--- config.mk ---
export PLATFORM = sky130hd
export DESIGN_NAME = tt_um_accelshark_psg_i2s_rx
export DESIGN_NICKNAME = d
export VERILOG_FILES = /design/src/rtl/tt_um_accelshark_psg_i2s_rx.sv
export SDC_FILE = /design/constraint.sdc
export NUM_CORES = 1
export LEC_CHECK = 0
export ABC_AREA = 1
export BUFFER_PORTS_ARGS = -buffer_cell sky130_fd_sc_hd__buf_4
export CAP_MARGIN = 25
export CORE_MARGIN = 2
export CORE_UTILIZATION = 39
export DETAILED_ROUTE_END_ITERATION = 6
export PLACE_DENSITY = 0.63
export SLEW_MARGIN = 20
export SYNTH_ARGS = -nofsm -noshare
export SYNTH_HDL_FRONTEND = slang
export SYNTH_SLANG_ARGS = --single-unit
--- constraint.sdc ---
create_clock -name clk -period 1.7 [get_ports clk]
set_clock_uncertainty 0.05 [all_clocks]
set_input_delay 0.255 -clock clk [delete_from_list [all_inputs] [get_ports clk]]
set_output_delay 0.255 -clock clk [all_outputs]
set_load 0.01 [all_outputs]
--- src/rtl/tt_um_accelshark_psg_i2s_rx.sv ---
// ---------------------------------------------------------------------------
// tt_um_accelshark_psg_i2s_rx
//
// I2S receiver for the PSG audio link (far end of the PSG I2S transmitter).
// SCLK, LRCK and SDATA are oversampled on the system clock. MSB-first stereo
// slots are deserialised, and one left/right pair is presented per frame.
// The pair is qualified by a single-cycle valid strobe.
//
// Parameters
//   SAMPLE_W  sample bits captured per slot (MSB first); extra slot bits ignored
//   SYNC_ST   synchroniser depth on sclk/lrck/sdata (>= 2)
//
// Ports
//   clk        system clock, at least 8x the SCLK frequency
//   rst_n      asynchronous active-low reset
//   ena        design enable; low holds samples and drops the receiver to HUNT
//   sclk       I2S bit clock (asynchronous to clk)
//   lrck       I2S word select: 0 = left, 1 = right
//   sdata      I2S serial data
//   sample_l   last complete left sample
//   sample_r   last complete right sample
//   valid      one-cycle pulse; sample_l/sample_r updated in this cycle
//   frame_err  sticky short-slot flag
//
// Build option
//   PSG_I2S_RX_ERR_EN  when defined, a short slot seen outside HUNT sets
//                      frame_err (cleared by rst_n or ena low). When it is
//                      undefined, frame_err is tied low. Recovery from a short
//                      slot is the same in both builds.
// ---------------------------------------------------------------------------
module tt_um_accelshark_psg_i2s_rx #(
  parameter int SAMPLE_W = 8,
  parameter int SYNC_ST  = 2
) (
  input  logic                clk,
  input  logic                rst_n,
  input  logic                ena,
  input  logic                sclk,
  input  logic                lrck,
  input  logic                sdata,
  output logic [SAMPLE_W-1:0] sample_l,
  output logic [SAMPLE_W-1:0] sample_r,
  output logic                valid,
  output logic                frame_err
);

  localparam int               CNT_W    = $clog2(SAMPLE_W + 1);
  localparam logic [CNT_W-1:0] CNT_MAX  = CNT_W'(SAMPLE_W);
  localparam logic [CNT_W-1:0] CNT_LAST = CNT_W'(SAMPLE_W - 1);

  typedef enum logic [2:0] {
    HUNT,
    L_SHIFT,
    L_PAD,
    R_SHIFT,
    R_PAD
  } state_t;

  // -------------------------------------------------------------------------
  // Synchronisers and edge history. All three inputs see the same delay, so
  // lrck/sdata taken in the event cycle are the values present at the SCLK
  // rising edge on the pins.
  // -------------------------------------------------------------------------
  logic [SYNC_ST-1:0] sclk_sync;
  logic [SYNC_ST-1:0] lrck_sync;
  logic [SYNC_ST-1:0] sdata_sync;
  logic               sclk_d;
  logic               lrck_prev;

  logic sclk_s;
  logic lrck_s;
  logic data_s;
  logic bit_evt;
  logic slot_start;

  assign sclk_s     = sclk_sync[SYNC_ST-1];
  assign lrck_s     = lrck_sync[SYNC_ST-1];
  assign data_s     = sdata_sync[SYNC_ST-1];
  assign bit_evt    = sclk_s & ~sclk_d;
  assign slot_start = bit_evt & (lrck_s != lrck_prev);

  // The synchronisers and lrck history run regardless of ena. After ena
  // returns high, a genuine left slot start is then detected on the first
  // real lrck 1->0 transition.
  always_ff @(posedge clk or negedge rst_n) begin
    // NOTE: state registers use non-blocking assignments only. Every flop
    // then samples pre-edge values, and the simulation matches the netlist.
    if (!rst_n) begin
      sclk_sync  <= '0;
      lrck_sync  <= '0;
      sdata_sync <= '0;
      sclk_d     <= 1'b0;
      lrck_prev  <= 1'b0;
    end else begin
      sclk_sync  <= {sclk_sync[SYNC_ST-2:0], sclk};
      lrck_sync  <= {lrck_sync[SYNC_ST-2:0], lrck};
      sdata_sync <= {sdata_sync[SYNC_ST-2:0], sdata};
      sclk_d     <= sclk_s;
      if (bit_evt) lrck_prev <= lrck_s;
    end
  end

  // -------------------------------------------------------------------------
  // Slot FSM and deserialiser
  // -------------------------------------------------------------------------
  state_t              state;
  logic [CNT_W-1:0]    cnt;
  logic [CNT_W-1:0]    cnt_next;
  logic [SAMPLE_W-1:0] shreg;
  logic [SAMPLE_W-1:0] shifted;
  logic [SAMPLE_W-1:0] pend_l;
  logic                out_pend;   // right word complete, publish next cycle

  always_comb begin
    // NOTE: every always_comb output gets a value on every path. This
    // prevents the tool from inferring a latch.
    cnt_next = cnt;
    if (cnt != CNT_MAX) cnt_next = cnt + CNT_W'(1);
  end

  assign shifted = {shreg[SAMPLE_W-2:0], data_s};

  always_ff @(posedge clk or negedge rst_n) begin
    if (!rst_n) begin
      state    <= HUNT;
      cnt      <= '0;
      shreg    <= '0;
      pend_l   <= '0;
      out_pend <= 1'b0;
      sample_l <= '0;
      sample_r <= '0;
      valid    <= 1'b0;
    end else begin
      valid <= 1'b0;
      if (!ena) begin
        state    <= HUNT;
        cnt      <= '0;
        out_pend <= 1'b0;
      end else begin
        // Both samples are updated together so that a pair always comes from one frame.
        if (out_pend) begin
          sample_l <= pend_l;
          sample_r <= shreg;
          valid    <= 1'b1;
          out_pend <= 1'b0;
        end

        if (slot_start) begin
          // Delay slot of I2S: no data is shifted, and the bit count restarts.
          cnt   <= '0;
          shreg <= '0;
          unique case (state)
            HUNT:    if (!lrck_s) state <= L_SHIFT;
            L_PAD:   if (lrck_s)  state <= R_SHIFT;
            R_PAD:   if (!lrck_s) state <= L_SHIFT;
            // Short slot: drop the pair, but still honour the new edge.
            L_SHIFT,
            R_SHIFT: state <= lrck_s ? HUNT : L_SHIFT;
            default: state <= HUNT;
          endcase
        end else if (bit_evt) begin
          cnt <= cnt_next;
          if (state == L_SHIFT || state == R_SHIFT) begin
            shreg <= shifted;
            if (cnt == CNT_LAST) begin
              if (state == L_SHIFT) begin
                pend_l <= shifted;
                state  <= L_PAD;
              end else begin
                out_pend <= 1'b1;
                state    <= R_PAD;
              end
            end
          end
        end
      end
    end
  end

  // -------------------------------------------------------------------------
  // Optional sticky short-slot flag
  // -------------------------------------------------------------------------
`ifdef PSG_I2S_RX_ERR_EN
  logic short_slot;

  assign short_slot = ena & slot_start & ((state == L_SHIFT) | (state == R_SHIFT));

  always_ff @(posedge clk or negedge rst_n) begin
    if (!rst_n)          frame_err <= 1'b0;
    else if (!ena)       frame_err <= 1'b0;
    else if (short_slot) frame_err <= 1'b1;
  end
`else
  assign frame_err = 1'b0;
`endif

endmodule

; Yosys cells after proc, flatten, opt, wreduce, memory -nomap -nowiden
; Index checks and enable logic that the tools add are counted.
; W data, S select, Z words.
[totals]
out_inout_bits = 18
reg_bits = 49
word_cells = 67
[op_classes]
n_eq_ne = 13
n_mux = 25
n_reduce_logical = 11
add_sub_neg = 1
bitwise = 4
[op_table]
columns = op, n
row1 = $mux W3, 8
row2 = $mux W8, 3
row3 = $mux W4, 4
row4 = $ne A3 B1 Y1 const B, 4
row5 = $ne A4 B4 Y1 const B, 3
row6 = $mux W1, 9
row7 = $pmux W3 S3, 1
row8 = $eq A3 B2 Y1 const B, 2
row9 = $reduce_and A6 Y1, 1
row10 = $reduce_and A5 Y1, 1
row11 = $add A4 B1 Y4 const B, 1
row12 = $eq A4 B3 Y1 const B, 1
row13 = $reduce_and A2 Y1, 2
row14 = $reduce_bool A2 Y1, 2
row15 = $reduce_or A2 Y1, 2
row16 = $eq A3 B1 Y1 const B, 1
row17 = $eq A3 B3 Y1 const B, 1
row18 = $logic_not A3 Y1, 1
row19 = $reduce_and A3 Y1, 1
row20 = $and A1 B1 Y1, 2
row21 = $not A1 Y1, 2
row22 = $logic_or A1 B1 Y1, 1
row23 = $ne A1 B1 Y1, 1

; Depth between registers and ports, before layout
; Gate-level depths: netlist of run 1.
[depth]
depth_word = 7
depth_mapped = 9
ltp_nobuf = 9

; Least setup slack after synthesis of run 1
; No wires, ideal clock.
[synth_path]
kind = register -> register
start = register cnt[0]
end = register pend_l[5]
required_time_ns = 1.532
period_less_slack_ns = 1.365
n_path_buf = 1
arrival_time_ns = 1.197
setup_ns = 0.118
stages_incl_launch_ff = 10
setup_slack_ns = 0.335
cell_sequence = dfrtp_1 > ha_1 > nand2_1 > nor2_2 > nand2_2 > nor2_4 > nand2_4 > buf_6 > nand2_1 > o21ai_2
[synth_between]
elab_chain_len = 2
[synth_rtl]
columns = item, line_no
row1 = from (decl), 107  ; logic [CNT_W-1:0] cnt;
row2 = from (signal assigned), 162  ; cnt <= cnt_next;
row3 = $eq A4 B3 Y1, 165  ; if (cnt == CNT_LAST) begin
row4 = $reduce_and A6 Y1 (no line), --
row5 = to (signal assigned), 167  ; pend_l <= shifted;
row6 = to (decl), 111  ; logic [SAMPLE_W-1:0] pend_l;
; No other way between the ends.
; A chain may end at the register's enable or synchronous reset.

; Worst setup path in the final report of run 1
[layout_path]
start = register cnt[1]
end = register pend_l[5]
; The elaborated chain is that of the path after synthesis.

==> results of run 1 <==
synthesized netlist by cell type:
cell | count | area share, %
a21oi_4 | 1 | 0.80
and3_1 | 1 | 0.31
buf_2 | 2 | 0.49
buf_4 | 2 | 0.74
buf_6 | 1 | 0.55
clkbuf_1 | 2 | 0.37
clkinv_1 | 1 | 0.18
conb_1 | 1 | 0.18
dfrtp_1 | 49 | 60
ha_1 | 2 | 1.2
inv_1 | 17 | 3.1
inv_2 | 2 | 0.37
nand2_1 | 71 | 13
nand2_2 | 3 | 0.92
nand2_4 | 1 | 0.55
nand3_1 | 16 | 3.9
nand3_2 | 1 | 0.49
nand4_1 | 1 | 0.31
nor2_1 | 9 | 1.7
nor2_2 | 1 | 0.31
nor2_4 | 1 | 0.55
nor3_1 | 2 | 0.49
o21ai_0 | 23 | 5.6
o21ai_2 | 7 | 3.0
or2_2 | 1 | 0.31
xor2_1 | 1 | 0.43
worst paths after layout:
| kind | cells after the start | slack (ns) | end |
|---|---|---|---|
| max | 8 | 0.29 | pend_l[5] |
| min | 3 | 0.24 | out_pend |
| max reg2reg | 8 | 0.29 | pend_l[5] |
| max in group asynchronous | 2 | 0.73 | cnt[0] |
| min reg2reg | 0 | 0.30 | sdata_sync[1] |
| min in group asynchronous | 2 | 0.45 | state[0] |
tightest hold or removal path, stage by stage:
cell and delay (ns):
buf_4 0.15, nand2_2 0.10, nor3_1 0.05
where the power goes:
part | switching [mW] | internal [mW] | total [mW] | leakage, nW
Sequential | 0.0510 | 1.25 | 1.30 | 0.648
Clock | 0.400 | 0.293 | 0.693 | 0.0481
Combinational | 0.160 | 0.0701 | 0.231 | 0.525
Total | 0.612 | 1.61 | 2.22 | 1.22
sequential cells by signal, summed over array words and instances (netlist names):
signal / flops
cnt: 4
lrck_prev: 1
lrck_sync: 2
out_pend: 1
pend_l: 8
sample_l: 8
sample_r: 8
sclk_d: 1
sclk_sync: 2
sdata_sync: 2
shreg: 8
state: 3
valid: 1
layer usage:
layer  vias up  routed length, um
li1        747                  -
met5         -                  0
met4         0                 31
met1       651               1708
met2        20               1449
met3         2                129
what timing repair did:
action / 4_1_cts / 5_1_grt
hold buffers: 2 / 2
endpoints found under the hold margin: 50 / 2
buffers inserted: 0 / 0
final cells by class:
type                    count  share of cell area, %
well taps                  70                  3.653
inverters                  20                  3.132
clock inverters             3                 0.9395
flip-flops and latches     49                  51.15
multi-input cells         143                  29.07
repair buffers             28                  9.186
clock buffers               5                  2.871
cells in the final DEF, fill, tap and decap left out, types with 2 or more instances in the layout:
cell type,instances
dfrtp_1,49
nand2_1,71
nor3_1,2
buf_4,24
clkinv_4,2
clkbuf_8,5
o21ai_0,23
inv_2,2
dlygate4sd3_1,4
nand3_1,16
ha_1,2
inv_1,17
nand2_2,3
o21ai_2,7
nor2_1,9
cell families after synthesis:
logic type	after synthesis
other	1
AND/OR/NAND/NOR	108
flip-flops	49
adder cells (fa/ha/maj)	2
XOR/XNOR	1
buffers and inverters	27
AO/OA/AOI/OAI	31
metrics by stage:
step / utilization, % / cells / instance area [sq um] / worst slack (ns)
2_1_floorplan: - / 219 / 2042 / 0.3352
3_5_place_dp: 44.65 / 306 / 2266 / 0.2893
5_1_grt: 47.24 / 318 / 2397 / 0.07970
4_1_cts: 46.84 / 316 / 2377 / 0.2854
3_3_place_gp: 44.65 / 306 / 2266 / 0.3252
6_report: 47.24 / 318 / 2397 / 0.2884
==> impl_metrics.env, run 1 <==
export IMPL_cts_sinks=49
export IMPL_endpoint_kind="flop"
export IMPL_slew_violations=0
export IMPL_finalHoldViolCount=0
export IMPL_post_route_period_util_pct=83.03
export IMPL_cts_path_max_buffers=2
export IMPL_cpMostUsedCell="nand2_1"
export IMPL_yosysSeqAreaShare_pct=60.05
export IMPL_cp_slowest_stage_delay_ns=0.40
export IMPL_worst_hold_path_type="in2reg"
export IMPL_worstReg2RegStart="cnt[1]"
export IMPL_syn_avg_cell_area_sq_um=9.324
export IMPL_synth_xor_area_share_pct=0.4289
export IMPL_nets=255
export IMPL_fp_coreArea_sq_um=5075
export IMPL_vias=1420
export IMPL_diodes=0
export IMPL_min_from="ena"
export IMPL_grt_pass1_vias=1345
export IMPL_cts_buffers=5
export IMPL_htreeDepth=2
export IMPL_crit_arrival_ns=1.56
export IMPL_postRouteAntennaNets=0
export IMPL_track_usage_pct=12.84
export IMPL_rsz0062_at_grt="false"
export IMPL_ff_latch_area_sq_um=1226
export IMPL_crit_required_ns=1.85
export IMPL_cts_resized=0
export IMPL_start_kind="flop"
export IMPL_globalRouteMet1Util_pct=17.46
export IMPL_power_total_mw=2.224
export IMPL_cts_root_buf="clkbuf_8"
export IMPL_cap_violations=0
export IMPL_dr_pass1_iters=4
export IMPL_setup_violations=0
export IMPL_routedWlPerCell_um=10.44
export IMPL_syn_nets=227
export IMPL_crit_buf_inv=0
export IMPL_hold_worst_slack_ns=0.2421
export IMPL_die_h_um=76.36
export IMPL_fin_setup_tns_ns=0
export IMPL_ys_ff_latch=49
export IMPL_multi_input_area_sq_um=696.9
export IMPL_cp_startpoint="cnt[1]"
export IMPL_grt_max_degree=50
export IMPL_drt_total_wl_mm=3.319
export IMPL_portBuffers=22
export IMPL_crit_family="simple AND/OR/NAND/NOR gates"
export IMPL_grt_overflow=0
export IMPL_met2_usage_pct=20.09
export IMPL_synth_fa_ha_area_share_pct=1.225
export IMPL_layout_drive_gt1_share_pct=20.16
export IMPL_antenna_found_initial=0
export IMPL_slowest_stage="dfrtp_1"
export IMPL_ys_types=26
export IMPL_path_cells="ha_1 > nand2_1 > nor2_2 > nand2_2 > nor2_4 > nand2_4 > nand2_1 > o21ai_2"
export IMPL_die_area_sq_um=5831
export IMPL_worstMarginPinSlew_ns=0.5992
export IMPL_p_per_area_nw_per_um2=927.9
export IMPL_cp_max_fo=15
export IMPL_status="complete, no violations"
export IMPL_netlist_area_sq_um=2042
export IMPL_crit_type="reg2reg"
export IMPL_drc=0
export IMPL_place_congestion=0.7539
export IMPL_clkLatencyLatePin_ns=0.30
export IMPL_drt_iter0_drc=45
export IMPL_rows=26
export IMPL_fmax_mhz=708.4
export IMPL_synth_simple_area_share_pct=22.86
export IMPL_power_leakage_nw=1.221
export IMPL_finalCriticalPeriod_ns=1.412
export IMPL_path_clk_slew_ns=0.10
export IMPL_synth_top_family_by_area="simple AND/OR/NAND/NOR gates"
export IMPL_slew_headroom_pct=60.05
export IMPL_die_width_um=76.36
export IMPL_hpwl_mm=2.274
export IMPL_syn_to_final_growth_pct=17.40
export IMPL_syn_inst=219
export IMPL_ir_drop_uv=404.0
export IMPL_use_met3_pct=2.607
export IMPL_via_per_inst=4.465
export IMPL_grt_pass1_wl_mm=6.085
export IMPL_io_pins=24
export IMPL_synth_compound_area_share_pct=9.436
export IMPL_synth_warning_count=0
export IMPL_cts_tree="done"
export IMPL_synth_mux_area_share_pct=0
export IMPL_fillers=508
export IMPL_busiest_layer="met2"
export IMPL_initial_core_util_pct=40.24
Note: power is estimated with default switching activity, not from simulation.
==> run 2: changes to the inputs <==
==> constraint.sdc (replaced) <==
create_clock -name clk -period 1.4 [get_ports clk]
set_clock_uncertainty 0.05 [all_clocks]
set_input_delay 0.21 -clock clk [delete_from_list [all_inputs] [get_ports clk]]
set_output_delay 0.21 -clock clk [all_outputs]
set_load 0.01 [all_outputs]
==> run 2 against run 1 <==
Sequential cell count stayed put. Non-clock buffer count rose by 7. Setup slack got worse by 0.32 ns. Power up 24%. Cell count up 2.2%. Sequential power up 22%. The flow now finishes with violations (setup timing). Utilization rose by 2.6 points. Critical path depth unchanged.
==> impl_metrics.env, run 2 (same netlist as run 1, synthesis figures left out) <==
export IMPL_hpwl_mm=2.321
export IMPL_worst_hold_path_type="in2reg"
export IMPL_swShare_pct=27.61
export IMPL_pwr_share_comb_pct=11.6
export IMPL_fillers=498
export IMPL_reg2reg_depth=8
export IMPL_endpoint_kind="flop"
export IMPL_power_leakage_nw=1.251
export IMPL_routedWlPerCell_um=10.38
export IMPL_layout_commonest_cell="nand2_1"
export IMPL_rows=26
export IMPL_multi_input_area_sq_um=748.2
export IMPL_crit_family="simple AND/OR/NAND/NOR gates"
export IMPL_cts_path_max_buffers=2
export IMPL_violations="setup timing"
export IMPL_grt_overflow=0
export IMPL_drt_iter0_drc=87
export IMPL_initial_core_util_pct=40.24
export IMPL_vias=1465
export IMPL_htreeDepth=2
export IMPL_clkLatencyLatePin_ns=0.30
export IMPL_cts_root_buf="clkbuf_8"
export IMPL_cts_tree="done"
export IMPL_cap_violations=0
export IMPL_slew_violations=0
export IMPL_fp_coreArea_sq_um=5075
export IMPL_dpl_cell_count=309
export IMPL_ff_latch_area_sq_um=1226
export IMPL_via_per_inst=4.508
export IMPL_path_cells="ha_2 > nand2_2 > nor2_2 > nand2_2 > nor2_4 > nand2_8 > nand2_1 > o21ai_2"
export IMPL_portBuffers=22
export IMPL_layout_drive_gt1_share_pct=26.67
export IMPL_cp_slowest_stage_delay_ns=0.41
export IMPL_drc=0
export IMPL_hold_depth=3
export IMPL_clockPowerShare_pct=31.0
export IMPL_grt_pass1_vias=1292
export IMPL_internal_power_mw=1.992
export IMPL_antenna_found_initial=0
export IMPL_setup_slack_ns=-0.02940
export IMPL_io_pins=24
export IMPL_place_congestion=0.7381
export IMPL_postRouteAntennaNets=0
export IMPL_seqPwrFrac_pct=57.4
export IMPL_layout_common_cells="66 x nand2_1, 49 x dfrtp_1, 29 x buf_4"
export IMPL_finalCriticalPeriod_ns=1.429
export IMPL_slew_headroom_pct=60.15
export IMPL_slowest_stage="dfrtp_1"
export IMPL_syn_to_final_growth_pct=23.84
export IMPL_start_kind="flop"
export IMPL_crit_arrival_ns=1.58
export IMPL_die_area_sq_um=5831
export IMPL_die_width_um=76.36
export IMPL_rsz0062_at_grt="true"
export IMPL_cp_max_fo=15
export IMPL_grt_max_degree=50
export IMPL_finalHoldViolCount=0
export IMPL_nets=262
export IMPL_grt_pass1_wl_mm=5.837
export IMPL_power_total_mw=2.752
export IMPL_cpMostUsedCell="nand2_2"
export IMPL_worstMarginPinSlew_ns=0.5977
export IMPL_fin_cells=325
export IMPL_drt_total_wl_mm=3.375
export IMPL_cts_buffers=5
export IMPL_p_sw_mw=0.7598
export IMPL_pre_cts_ws_ns=-0.02977
export IMPL_post_route_period_util_pct=102.1
export IMPL_path_clk_slew_ns=0.10
export IMPL_setup_violations=8
export IMPL_p_per_area_nw_per_um2=1088
export IMPL_cp_depth=8
export IMPL_crit_buf_inv=0
export IMPL_track_usage_pct=12.26
export IMPL_diodes=0
export IMPL_ir_drop_uv=457.3
export IMPL_die_h_um=76.36
export IMPL_crit_type="reg2reg"
export IMPL_status="finished with violations"
export IMPL_dr_pass1_iters=4
export IMPL_cts_sinks=49
export IMPL_crit_required_ns=1.55
export IMPL_fmax_mhz=699.6
run 2: cell types whose count changed in the layout (fill, tap and decap cells not counted), sizes merged:
| cell | delta |
|---|---|
| clkinvlp | +1 |
| clkinv | -3 |
| inv | +2 |
| buf | +7 |
run 2: area by class of cell:
class	instances	area share [%]
flip-flops and latches	49	48.49
multi-input cells	143	29.59
repair buffers	35	11.78
well taps	70	3.464
inverters	20	2.969
clock buffers	5	2.721
clock inverters	3	0.9896
run 2: repair_timing:
| item | CTS | global route |
|---|---|---|
| resized for setup | 2 | 14 |
| hold buffers | 4 | 0 |
| pin swaps | 0 | 4 |
| setup buffers | 1 | 3 |
| setup endpoints to repair | 9 | 23 |
| endpoints found under the hold margin | 52 | 0 |
run 2: worst reg2reg max path: cells and delay by family, from the launching register on:
kind,cells,cell delay (ns)
fa+ha+maj,1,0.21
flops,1,0.41
compound gates,1,0.05
simple gates,6,0.62
run 2: final timing paths:
kind / from / end / slack, ns
hold / removal: ena / state[0] / 0.20
setup / recovery: cnt[1] / pend_l[5] / -0.03
min in group asynchronous: rst_n / sclk_sync[0] / 0.41
max in group asynchronous: rst_n / sample_r[5] / 0.48
hold reg to reg: sclk_sync[0] / sclk_sync[1] / 0.30
setup reg to reg: cnt[1] / pend_l[5] / -0.03
run 2: routing by layer:
metal  global-route usage (%)  share of wire, %  vias up
li1                         -                 -      766
met5                        0                 0        -
met2                    18.94                45       23
met4                    3.818              0.92        0
met3                    3.318               3.4        2
met1                    16.93                51      674
run 2: power by group through the flow:
stage | clock network, mW | logic (mW) | registers [mW]
after floorplan | 0 | 0.194 | 1.59
after global placement | 0 | 0.283 | 1.60
after detailed placement | 0 | 0.287 | 1.61
after CTS | 0.898 | 0.300 | 1.58
after global routing | 0.947 | 0.371 | 1.60
final | 0.852 | 0.319 | 1.58
run 2: stage by stage:
step	hold WS (ns)	TNS [ns]	utilization (%)	instance area, sq um
after floorplan	-0.1356	0	-	2042
after global placement	0.2152	0	45.34	2301
after detailed placement	0.2141	-0.1918	45.34	2301
after CTS	0.1808	-0.2269	48.35	2454
after global routing	0.2081	-1.263	49.83	2529
final	0.1999	-0.2035	49.83	2529
==> run 3: changes to the inputs <==
--- a/config.mk
+++ b/config.mk
@@ -11,6 +11,7 @@
 export CORE_MARGIN = 2
 export CORE_UTILIZATION = 39
 export DETAILED_ROUTE_END_ITERATION = 6
+export MAX_ROUTING_LAYER = met4
 export PLACE_DENSITY = 0.63
 export SLEW_MARGIN = 20
 export SYNTH_ARGS = -nofsm -noshare
==> run 3 against run 2 <==
The run still ends with setup timing left. Combinational power about the same. Critical path depth is the same. Worst hold slack got worse by 0.0012 ns. First-iteration DRC count is 2.3% lower. Setup slack worse by 0.00089 ns. Cell count unchanged. Non-clock buffer count stayed put. Via count is 0.27% higher. Count of clock-buffer cells in the layout unchanged. Die area stayed put. Power barely moved. Global-route usage grew 0.35 points. Highest routed layer unchanged.
==> impl_metrics.env, run 3 (same netlist as run 1, synthesis figures left out) <==
export IMPL_seqPwrFrac_pct=57.4
export IMPL_cts_tree="done"
export IMPL_ff_latch_area_sq_um=1226
export IMPL_hpwl_mm=2.321
export IMPL_pre_cts_ws_ns=-0.02977
export IMPL_finalCriticalPeriod_ns=1.430
export IMPL_drt_iter0_drc=85
export IMPL_place_congestion=0.7473
export IMPL_setup_slack_ns=-0.03029
export IMPL_swShare_pct=27.63
export IMPL_cts_path_max_buffers=2
export IMPL_vias=1469
export IMPL_worst_hold_path_type="in2reg"
export IMPL_crit_type="reg2reg"
export IMPL_cp_startpoint="cnt[1]"
export IMPL_post_route_util_pct=49.83
export IMPL_initial_core_util_pct=40.24
export IMPL_grt_pass1_vias=1293
export IMPL_cp_max_fo=15
export IMPL_htreeDepth=2
export IMPL_grt_overflow=0
export IMPL_diodes=0
export IMPL_die_area_sq_um=5831
export IMPL_antenna_found_initial=0
export IMPL_die_h_um=76.36
export IMPL_worstMarginPinSlew_ns=0.5981
export IMPL_layout_drive_gt1_share_pct=26.67
export IMPL_dr_pass1_iters=4
export IMPL_fp_coreArea_sq_um=5075
export IMPL_path_clk_slew_ns=0.10
export IMPL_cts_buffers=5
export IMPL_cap_violations=0
export IMPL_p_sw_mw=0.7606
export IMPL_cts_sinks=49
export IMPL_portBuffers=22
export IMPL_grt_max_degree=50
export IMPL_power_leakage_nw=1.251
export IMPL_cts_root_buf="clkbuf_8"
export IMPL_fillers=498
export IMPL_layout_commonest_cell="nand2_1"
export IMPL_fmax_mhz=699.2
export IMPL_crit_arrival_ns=1.58
export IMPL_setup_violations=8
export IMPL_power_total_mw=2.753
export IMPL_clkLatencyLatePin_ns=0.30
export IMPL_die_width_um=76.36
export IMPL_rsz0062_at_grt="true"
export IMPL_multi_input_area_sq_um=748.2
export IMPL_finalHoldViolCount=0
export IMPL_status="finished with violations"
export IMPL_endpoint_kind="flop"
export IMPL_via_per_inst=4.520
export IMPL_drc=0
export IMPL_syn_to_final_growth_pct=23.84
export IMPL_worstReg2RegStart="cnt[1]"
export IMPL_start_kind="flop"
export IMPL_internal_power_mw=1.992
export IMPL_min_from="ena"
export IMPL_slew_headroom_pct=60.13
export IMPL_slew_violations=0
export IMPL_crit_required_ns=1.55
export IMPL_post_route_period_util_pct=102.2
export IMPL_drt_total_wl_mm=3.374
export IMPL_grt_pass1_wl_mm=5.830
export IMPL_clockPowerShare_pct=31.0
export IMPL_ir_drop_uv=457.0
export IMPL_track_usage_pct=12.61
export IMPL_layout_common_cells="66 x nand2_1, 49 x dfrtp_1, 29 x buf_4"
export IMPL_rows=26
export IMPL_postRouteAntennaNets=0
export IMPL_routedWlPerCell_um=10.38
export IMPL_pwr_share_comb_pct=11.6
export IMPL_violations="setup timing"
export IMPL_p_per_area_nw_per_um2=1089
export IMPL_nets=262
export IMPL_io_pins=24
-- run 3: cell counts in the layout (fill, tap and decap cells not counted) --
No cell type changed its count.
-- run 3: per-stage QoR --
| step | hold slack [ns] | setup TNS (ns) | cells | instance area [sq um] |
|---|---|---|---|---|
| 2_1_floorplan | -0.1356 | 0 | 219 | 2042 |
| 5_1_grt | 0.2081 | -1.263 | 325 | 2529 |
| 6_report | 0.1987 | -0.2096 | 325 | 2529 |
| 3_3_place_gp | 0.2152 | 0 | 309 | 2301 |
| 4_1_cts | 0.1808 | -0.2269 | 322 | 2454 |
| 3_5_place_dp | 0.2141 | -0.1918 | 309 | 2301 |
-- run 3: per-layer routing --
layer / share of wire [%] / routed length [um] / track usage [%] / vias up
li1: - / - / - / 765
met1: 50 / 1688 / 16.93 / 681
met2: 46 / 1540 / 18.94 / 21
met3: 3.3 / 111 / 3.318 / 2
met4: 1.0 / 34 / 3.818 / 0
met5: 0 / 0 / - / -
-- run 3: cell type report --
type	instances	area share [%]
inverters	20	2.969
clock inverters	3	0.9896
multi-input cells	143	29.59
well taps	70	3.464
repair buffers	35	11.78
clock buffers	5	2.721
flip-flops and latches	49	48.49
-- run 3: worst max-delay path: stages, from the launching register on --
cell	delay, ns
dfrtp_1	0.41
ha_2	0.21
nand2_2	0.06
nor2_2	0.11
nand2_2	0.08
nor2_4	0.16
nand2_8	0.12
nand2_1	0.09
o21ai_2	0.05
-- run 3: final timing paths --
| kind | cells after the start | slack, ns | endpoint |
|---|---|---|---|
| worst max-delay path | 8 | -0.03 | pend_l[5] |
| worst min-delay path | 3 | 0.20 | state[0] |
| worst max register to register | 8 | -0.03 | pend_l[5] |
| worst min register to register | 0 | 0.30 | sclk_sync[1] |
| max in group asynchronous | 2 | 0.48 | sample_r[5] |
| min in group asynchronous | 2 | 0.41 | sclk_sync[0] |
-- run 3: timing repair --
item	4_1_cts	5_1_grt
resized for setup	2	14
setup buffers	1	3
pin swaps	0	4
endpoints found under the setup margin	9	23
hold endpoints to repair	52	0
hold buffers	4	0
-- run 3: power by group through the flow --
stage / clock, mW / sequential (mW) / combinational (mW)
after floorplan: 0 / 1.59 / 0.194
after global routing: 0.947 / 1.60 / 0.371
final: 0.853 / 1.58 / 0.319
after global placement: 0 / 1.60 / 0.283
after detailed placement: 0 / 1.61 / 0.287
after CTS: 0.898 / 1.58 / 0.300
